### config.mk
export PLATFORM = sky130hd
export DESIGN_NAME = symbol_freq_ranker
export DESIGN_NICKNAME = d
export VERILOG_FILES = /design/src/rtl/symbol_freq_ranker.sv
export SDC_FILE = /design/constraint.sdc
export NUM_CORES = 1
export LEC_CHECK = 0
export BUFFER_PORTS_ARGS = -buffer_cell sky130_fd_sc_hd__buf_2
export CORE_ASPECT_RATIO = 1.1
export CORE_MARGIN = 2
export CORE_UTILIZATION = 50
export CTS_BUF_LIST = sky130_fd_sc_hd__clkbuf_4 sky130_fd_sc_hd__clkbuf_8
export CTS_CLUSTER_SIZE = 25
export DETAILED_ROUTE_END_ITERATION = 6
export HOLD_SLACK_MARGIN = 0.15
export PLACE_DENSITY = 0.75
export SLEW_MARGIN = 0
export SYNTH_ARGS = -nofsm -noshare
export SYNTH_HDL_FRONTEND = slang
export SYNTH_SLANG_ARGS = --single-unit
### constraint.sdc
create_clock -name clk -period 8.5 [get_ports clk]
set_input_delay 0.425 -clock clk [delete_from_list [all_inputs] [get_ports clk]]
set_output_delay 0.425 -clock clk [all_outputs]
set_load 0.02 [all_outputs]
### src/rtl/symbol_freq_ranker.sv
// symbol_freq_ranker: captures a block of NSYM symbols, counts the occurrences
// of up to MAXD distinct symbols, then emits the distinct symbols one per cycle
// in ascending-frequency order. Ties go to the symbol that appeared first.
//
// Ports:
//   clk, reset      rising-edge clock, asynchronous active-low reset
//   start           one-cycle pulse, accepted only in IDLE or DONE
//   data_in         block input, symbol i = data_in[SYMW*i +: SYMW]
//   buffer_data     block latched on the accepted start
//   syml_out        symbol being emitted
//   syml_freq       occurrence count of syml_out
//   syml_enb        syml_out/syml_freq valid this cycle
//   done            level, high from the first emission until the next start
//   busy            high from the accepted start until DONE is reached
//   overflow        sticky per block, more than MAXD distinct symbols seen
module symbol_freq_ranker #(
  parameter int unsigned NSYM = 20,
  parameter int unsigned SYMW = 8,
  parameter int unsigned MAXD = 5
) (
  input  logic                 clk,
  input  logic                 reset,
  input  logic                 start,
  input  logic [NSYM*SYMW-1:0] data_in,
  output logic [NSYM*SYMW-1:0] buffer_data,
  output logic [SYMW-1:0]      syml_out,
  output logic [4:0]           syml_freq,
  output logic                 syml_enb,
  output logic                 done,
  output logic                 busy,
  output logic                 overflow
);

  localparam int unsigned BUFW = NSYM * SYMW;
  localparam int unsigned CNTW = 5;
  localparam int unsigned KW   = $clog2(NSYM);
  localparam int unsigned DW   = $clog2(MAXD + 1);

  typedef enum logic [1:0] {
    IDLE  = 2'd0,
    COUNT = 2'd1,
    EMIT  = 2'd2,
    DONE  = 2'd3
  } state_t;

  state_t                    state_q, state_d;
  logic [BUFW-1:0]           buffer_data_q, buffer_data_d;
  logic [KW-1:0]             k_q, k_d;
  logic [MAXD-1:0][SYMW-1:0] sym_q, sym_d;
  logic [MAXD-1:0][CNTW-1:0] cnt_q, cnt_d;
  logic [MAXD-1:0]           vld_q, vld_d;
  logic [MAXD-1:0]           emitted_q, emitted_d;
  logic                      overflow_q, overflow_d;
  logic                      done_q, done_d;
  logic                      busy_q, busy_d;
  logic [SYMW-1:0]           syml_out_q, syml_out_d;
  logic [CNTW-1:0]           syml_freq_q, syml_freq_d;
  logic                      syml_enb_q, syml_enb_d;

  // Scratch values for the count and selection logic
  logic [SYMW-1:0]           cur_sym;
  logic                      hit;
  logic                      free_found;
  logic                      sel_found;
  logic [CNTW-1:0]           sel_cnt;
  logic [SYMW-1:0]           sel_sym;
  logic [MAXD-1:0]           sel_oh;
  logic [DW-1:0]             cand_cnt;

  // Next-state and datapath
  always_comb begin
    state_d       = state_q;
    buffer_data_d = buffer_data_q;
    k_d           = k_q;
    sym_d         = sym_q;
    cnt_d         = cnt_q;
    vld_d         = vld_q;
    emitted_d     = emitted_q;
    overflow_d    = overflow_q;
    done_d        = done_q;
    busy_d        = busy_q;
    syml_out_d    = syml_out_q;
    syml_freq_d   = syml_freq_q;
    syml_enb_d    = 1'b0;
    cur_sym       = '0;
    hit           = 1'b0;
    free_found    = 1'b0;
    sel_found     = 1'b0;
    sel_cnt       = '0;
    sel_sym       = '0;
    sel_oh        = '0;
    cand_cnt      = '0;

    case (state_q)
      IDLE, DONE: begin
        if (start) begin
          buffer_data_d = data_in;
          sym_d         = '0;
          cnt_d         = '0;
          vld_d         = '0;
          emitted_d     = '0;
          overflow_d    = 1'b0;
          done_d        = 1'b0;
          k_d           = '0;
          busy_d        = 1'b1;
          state_d       = COUNT;
        end
      end

      COUNT: begin
        for (int unsigned i = 0; i < NSYM; i++) begin
          if (k_q == KW'(i)) cur_sym = buffer_data_q[i*SYMW +: SYMW];
        end
        for (int unsigned i = 0; i < MAXD; i++) begin
          if (vld_q[i] && (sym_q[i] == cur_sym)) begin
            hit      = 1'b1;
            cnt_d[i] = cnt_q[i] + CNTW'(1);
          end
        end
        // Slots fill strictly in order, so the first free slot is the lowest
        if (!hit) begin
          for (int unsigned i = 0; i < MAXD; i++) begin
            if (!vld_q[i] && !free_found) begin
              free_found = 1'b1;
              vld_d[i]   = 1'b1;
              sym_d[i]   = cur_sym;
              cnt_d[i]   = CNTW'(1);
            end
          end
          if (!free_found) overflow_d = 1'b1;
        end
        k_d = k_q + KW'(1);
        if (k_q == KW'(NSYM - 1)) state_d = EMIT;
      end

      EMIT: begin
        // Strict less-than keeps the lowest slot index on equal counts
        for (int unsigned i = 0; i < MAXD; i++) begin
          if (vld_q[i] && !emitted_q[i]) begin
            cand_cnt = cand_cnt + DW'(1);
            if (!sel_found || (cnt_q[i] < sel_cnt)) begin
              sel_found = 1'b1;
              sel_cnt   = cnt_q[i];
              sel_sym   = sym_q[i];
              sel_oh    = '0;
              sel_oh[i] = 1'b1;
            end
          end
        end
        if (sel_found) begin
          syml_out_d  = sel_sym;
          syml_freq_d = sel_cnt;
          syml_enb_d  = 1'b1;
          emitted_d   = emitted_q | sel_oh;
          done_d      = 1'b1;
        end
        // Leave EMIT on the cycle that emits the last remaining symbol
        if (cand_cnt <= DW'(1)) begin
          busy_d  = 1'b0;
          state_d = DONE;
        end
      end

      default: state_d = IDLE;
    endcase
  end

  // State registers
  always_ff @(posedge clk or negedge reset) begin
    if (!reset) begin
      state_q       <= IDLE;
      buffer_data_q <= '0;
      k_q           <= '0;
      sym_q         <= '0;
      cnt_q         <= '0;
      vld_q         <= '0;
      emitted_q     <= '0;
      overflow_q    <= 1'b0;
      done_q        <= 1'b0;
      busy_q        <= 1'b0;
      syml_out_q    <= '0;
      syml_freq_q   <= '0;
      syml_enb_q    <= 1'b0;
    end else begin
      state_q       <= state_d;
      buffer_data_q <= buffer_data_d;
      k_q           <= k_d;
      sym_q         <= sym_d;
      cnt_q         <= cnt_d;
      vld_q         <= vld_d;
      emitted_q     <= emitted_d;
      overflow_q    <= overflow_d;
      done_q        <= done_d;
      busy_q        <= busy_d;
      syml_out_q    <= syml_out_d;
      syml_freq_q   <= syml_freq_d;
      syml_enb_q    <= syml_enb_d;
    end
  end

  assign buffer_data = buffer_data_q;
  assign syml_out    = syml_out_q;
  assign syml_freq   = syml_freq_q;
  assign syml_enb    = syml_enb_q;
  assign done        = done_q;
  assign busy        = busy_q;
  assign overflow    = overflow_q;

endmodule

==> flow_metrics.env <==
export IMPL_initial_core_util_pct=50.95
export IMPL_max_slew_margin_pct=11.67
export IMPL_wl_met3_mm=5.931
export IMPL_end_kind="flip-flop"
export IMPL_final_nets=2098
export IMPL_cp_max_fo=13
export IMPL_final_common_cell="buf_2"
export IMPL_final_cell_mix="buf_2 (338), dfrtp_1 (259), mux2_2 (165)"
export IMPL_grt_max_degree=141
export IMPL_min_delay_path_class="in -> reg"
export IMPL_cp_required_ns=8.95
export IMPL_slowest_delay_ns=0.58
export IMPL_crit_type="reg -> reg"
export IMPL_ys_flop_type="dfrtp_1"
export IMPL_gr_usage_all_layers_pct=36.76
export IMPL_fp_dieH_um=183.6
export IMPL_synthCells=1431
export IMPL_ys_seq_area_share_pct=44.18
export IMPL_crit_path_end="emitted_q[2]$_DFFE_PN0P_"
export IMPL_met1Wirelength_mm=20.79
export IMPL_syn_nets=1627
export IMPL_synth_top_family_by_area="compound AO/OA/AOI/OAI gates"
export IMPL_clockBufferDepth=3
export IMPL_cts_htree_levels=2
export IMPL_synth_compound_area_share_pct=17.13
export IMPL_syn_area_um2=14670
export IMPL_synth_area_leaders="dfrtp_1 (44%), mux2_2 (13%), nand2_1 (3.0%), ha_1 (2.8%), o21ai_0 (2.5%)"
export IMPL_clk_latency_ns=0.60
export IMPL_rows=65
export IMPL_powerDensity_nw_per_um2=393.3
export IMPL_finClkSkew_ns=0.03906
export IMPL_finalCritPeriodShare_pct=91.48
export IMPL_grt_pass1_wl_mm=87.10
export IMPL_fmax_mhz=128.6
export IMPL_drive_above_1_share_pct=33.13
export IMPL_wl_met2_mm=27.69
export IMPL_crit_top_cell="a21o_1"
export IMPL_grt_pass1_vias=14870
export IMPL_wirelength_mm=57.83
export IMPL_dr_pass1_iters=7
export IMPL_min_from="start"
export IMPL_syn_area_per_cell_um2=10.25
export IMPL_yosys_area_top_type="dfrtp_1"
export IMPL_rsz0062_at_grt="false"
export IMPL_worst_slack_ns=0.7243
export IMPL_vdd_drop_max_mv=0.2897
export IMPL_power_mw=7.580
export IMPL_synth_xor_area_share_pct=2.030
export IMPL_num_vias=14770
export IMPL_slew_viol_final=0
export IMPL_crit_arrival_ns=8.23
export IMPL_period_minus_slack_ns=7.776
export IMPL_slowest_stage="nor2b_1"
export IMPL_yosys_register_bits=259
export IMPL_viasPerCell=6.398
export IMPL_post_place_ws_ns=0.7726
export IMPL_top_layer="met4"
export IMPL_ys_warn_count=0
export IMPL_drv_cap=0
export IMPL_worstSetupStartpointType="flip-flop"
export IMPL_drtAntennaViolNets=0
export IMPL_clock_root_buffer="clkbuf_8"
export IMPL_timing_rr_start="vld_q[0]$_DFFE_PN0P_"
export IMPL_hold_depth=3
export IMPL_r2r_worst_path_cells=34
export IMPL_crit_start="vld_q[0]$_DFFE_PN0P_"
export IMPL_wl_per_cell_um=25.04
export IMPL_core_area_um2=28790
export IMPL_ioPinCount=340
export IMPL_cts_tree="done"
export IMPL_fin_setup_tns_ns=0
export IMPL_clk_pin_slew_worst_paths_ns=0.06
export IMPL_setup_viol=0
export IMPL_worstMarginPinSlew_ns=1.322
export IMPL_synthAdderAreaFrac_pct=2.815
export IMPL_rrSetupSlack_ns=0.72
export IMPL_synth_edf_count=0
export IMPL_cts_made_buffers=45
export IMPL_drtIter0Drc=1834
export IMPL_drc=6
export IMPL_place_hpwl_mm=37.75
export IMPL_areaGrowthSynthToFinish_pct=31.41
export IMPL_cts_sinks=259
export IMPL_overflow=0
export IMPL_gp_congestion=0.9367
export IMPL_synthMuxAreaShare_pct=13.29
export IMPL_synth_cell_types=88
export IMPL_async_flop_share_pct=100.0
export IMPL_worstReg2RegEnd="emitted_q[2]$_DFFE_PN0P_"
export IMPL_die_w_um=167.3
export IMPL_die_area_um2=30730
export IMPL_yosysTopAreaCellShare_pct=44.18
export IMPL_violations="DRC"
export IMPL_port_buffers=339
export IMPL_p_leak_nw=8.912
export IMPL_hold_viol_final=0
export IMPL_status="complete, but fails checks"
export IMPL_antenna_found_initial=6
export IMPL_yosys_area_share_simple_pct=16.15
-- final cells by class --
class / instances / area, um^2
multi-input combinational: 1021 / 7571
inverter: 57 / 214.0
tap: 368 / 460.4
antenna: 6 / 15.01
fill: 2131 / 9514
clock inverter: 8 / 121.4
clock buffer: 72 / 947.2
timing repair buffer: 518 / 3466
sequential: 259 / 6481
-- stage by stage --
| stage | instances | utilization, % | hold WS (ns) | cell area (um^2) |
|---|---|---|---|---|
| after floorplan | 1431 | - | 0.1294 | 14670 |
| after global placement | 2062 | 57.58 | 0.4614 | 16580 |
| after detailed placement | 2062 | 57.58 | 0.4730 | 16580 |
| after CTS | 2303 | 66.89 | 0.2248 | 19260 |
| after global routing | 2309 | 66.95 | 0.2596 | 19280 |
| final | 2309 | 66.95 | 0.2532 | 19280 |
-- flip-flops by register name, indices dropped and copies added, names as in the netlist, 2 cells and up --
| signal | count |
|---|---|
| emitted_q | 5 |
| vld_q | 5 |
| syml_out | 8 |
| syml_freq | 5 |
| state_q | 2 |
| buffer_data | 160 |
| k_q | 5 |
| cnt_q | 25 |
| sym_q | 40 |
-- Yosys cell counts (24+ instances only) --
| library cell | count |
|---|---|
| a21o_1 | 24 |
| a21oi_1 | 67 |
| buf_2 | 30 |
| clkbuf_1 | 52 |
| dfrtp_1 | 259 |
| ha_1 | 33 |
| inv_1 | 57 |
| mux2_2 | 165 |
| nand2_1 | 116 |
| nand3_1 | 47 |
| nor2_1 | 57 |
| nor2b_1 | 24 |
| o21ai_0 | 72 |
-- cells by family after synthesis --
| kind of cell | Yosys count |
|---|---|
| AOI/OAI and AO/OA | 356 |
| buffers and inverters | 151 |
| muxes | 174 |
| and+or+nand+nor | 424 |
| adders and majority gates | 33 |
| xor gates and xnor gates | 34 |
| DFF | 259 |
-- how the worst min path moves through the flow --
stage	end	slack, ns
5_1_grt	done$_DFFE_PN0P_	0.26
4_1_cts	done$_DFFE_PN0P_	0.22
6_report	done$_DFFE_PN0P_	0.25
3_3_place_gp	emitted_q[1]$_DFFE_PN0P_	0.46
2_1_floorplan	buffer_data[0]$_DFFE_PN0P_	0.13
3_5_place_dp	syml_freq[0]$_DFFE_PN0P_	0.47
-- critical path: cells and delay by family, from the launching register on --
kind / cells / cell delay, ns
fa+ha+maj: 4 / 1.20
mux: 1 / 0.39
buf+inv: 2 / 0.42
flops: 1 / 0.49
compound gates: 21 / 4.05
simple gates: 6 / 1.08
-- what timing repair did --
item	in CTS	in global routing
endpoints found under the setup margin	0	3
setup buffers	0	0
hold buffers	161	0
endpoints found under the hold margin	279	0
resized for setup	0	1
-- report_power, final --
part / leakage, nW / internal, mW / total [mW] / switching [mW]
logic: 5.12 / 1.45 / 3.86 / 2.41
clock network: 0.558 / 0.797 / 1.36 / 0.562
registers: 3.23 / 1.73 / 2.36 / 0.633
-- routing by layer --
metal | global-route usage, % | vias to the layer above
met5 | 0 | -
met2 | 61.64 | 1096
met4 | 21.15 | 0
li1 | - | 6236
met3 | 8.181 | 271
met1 | 43.85 | 7171
Note: power is estimated with default switching activity, not from simulation.
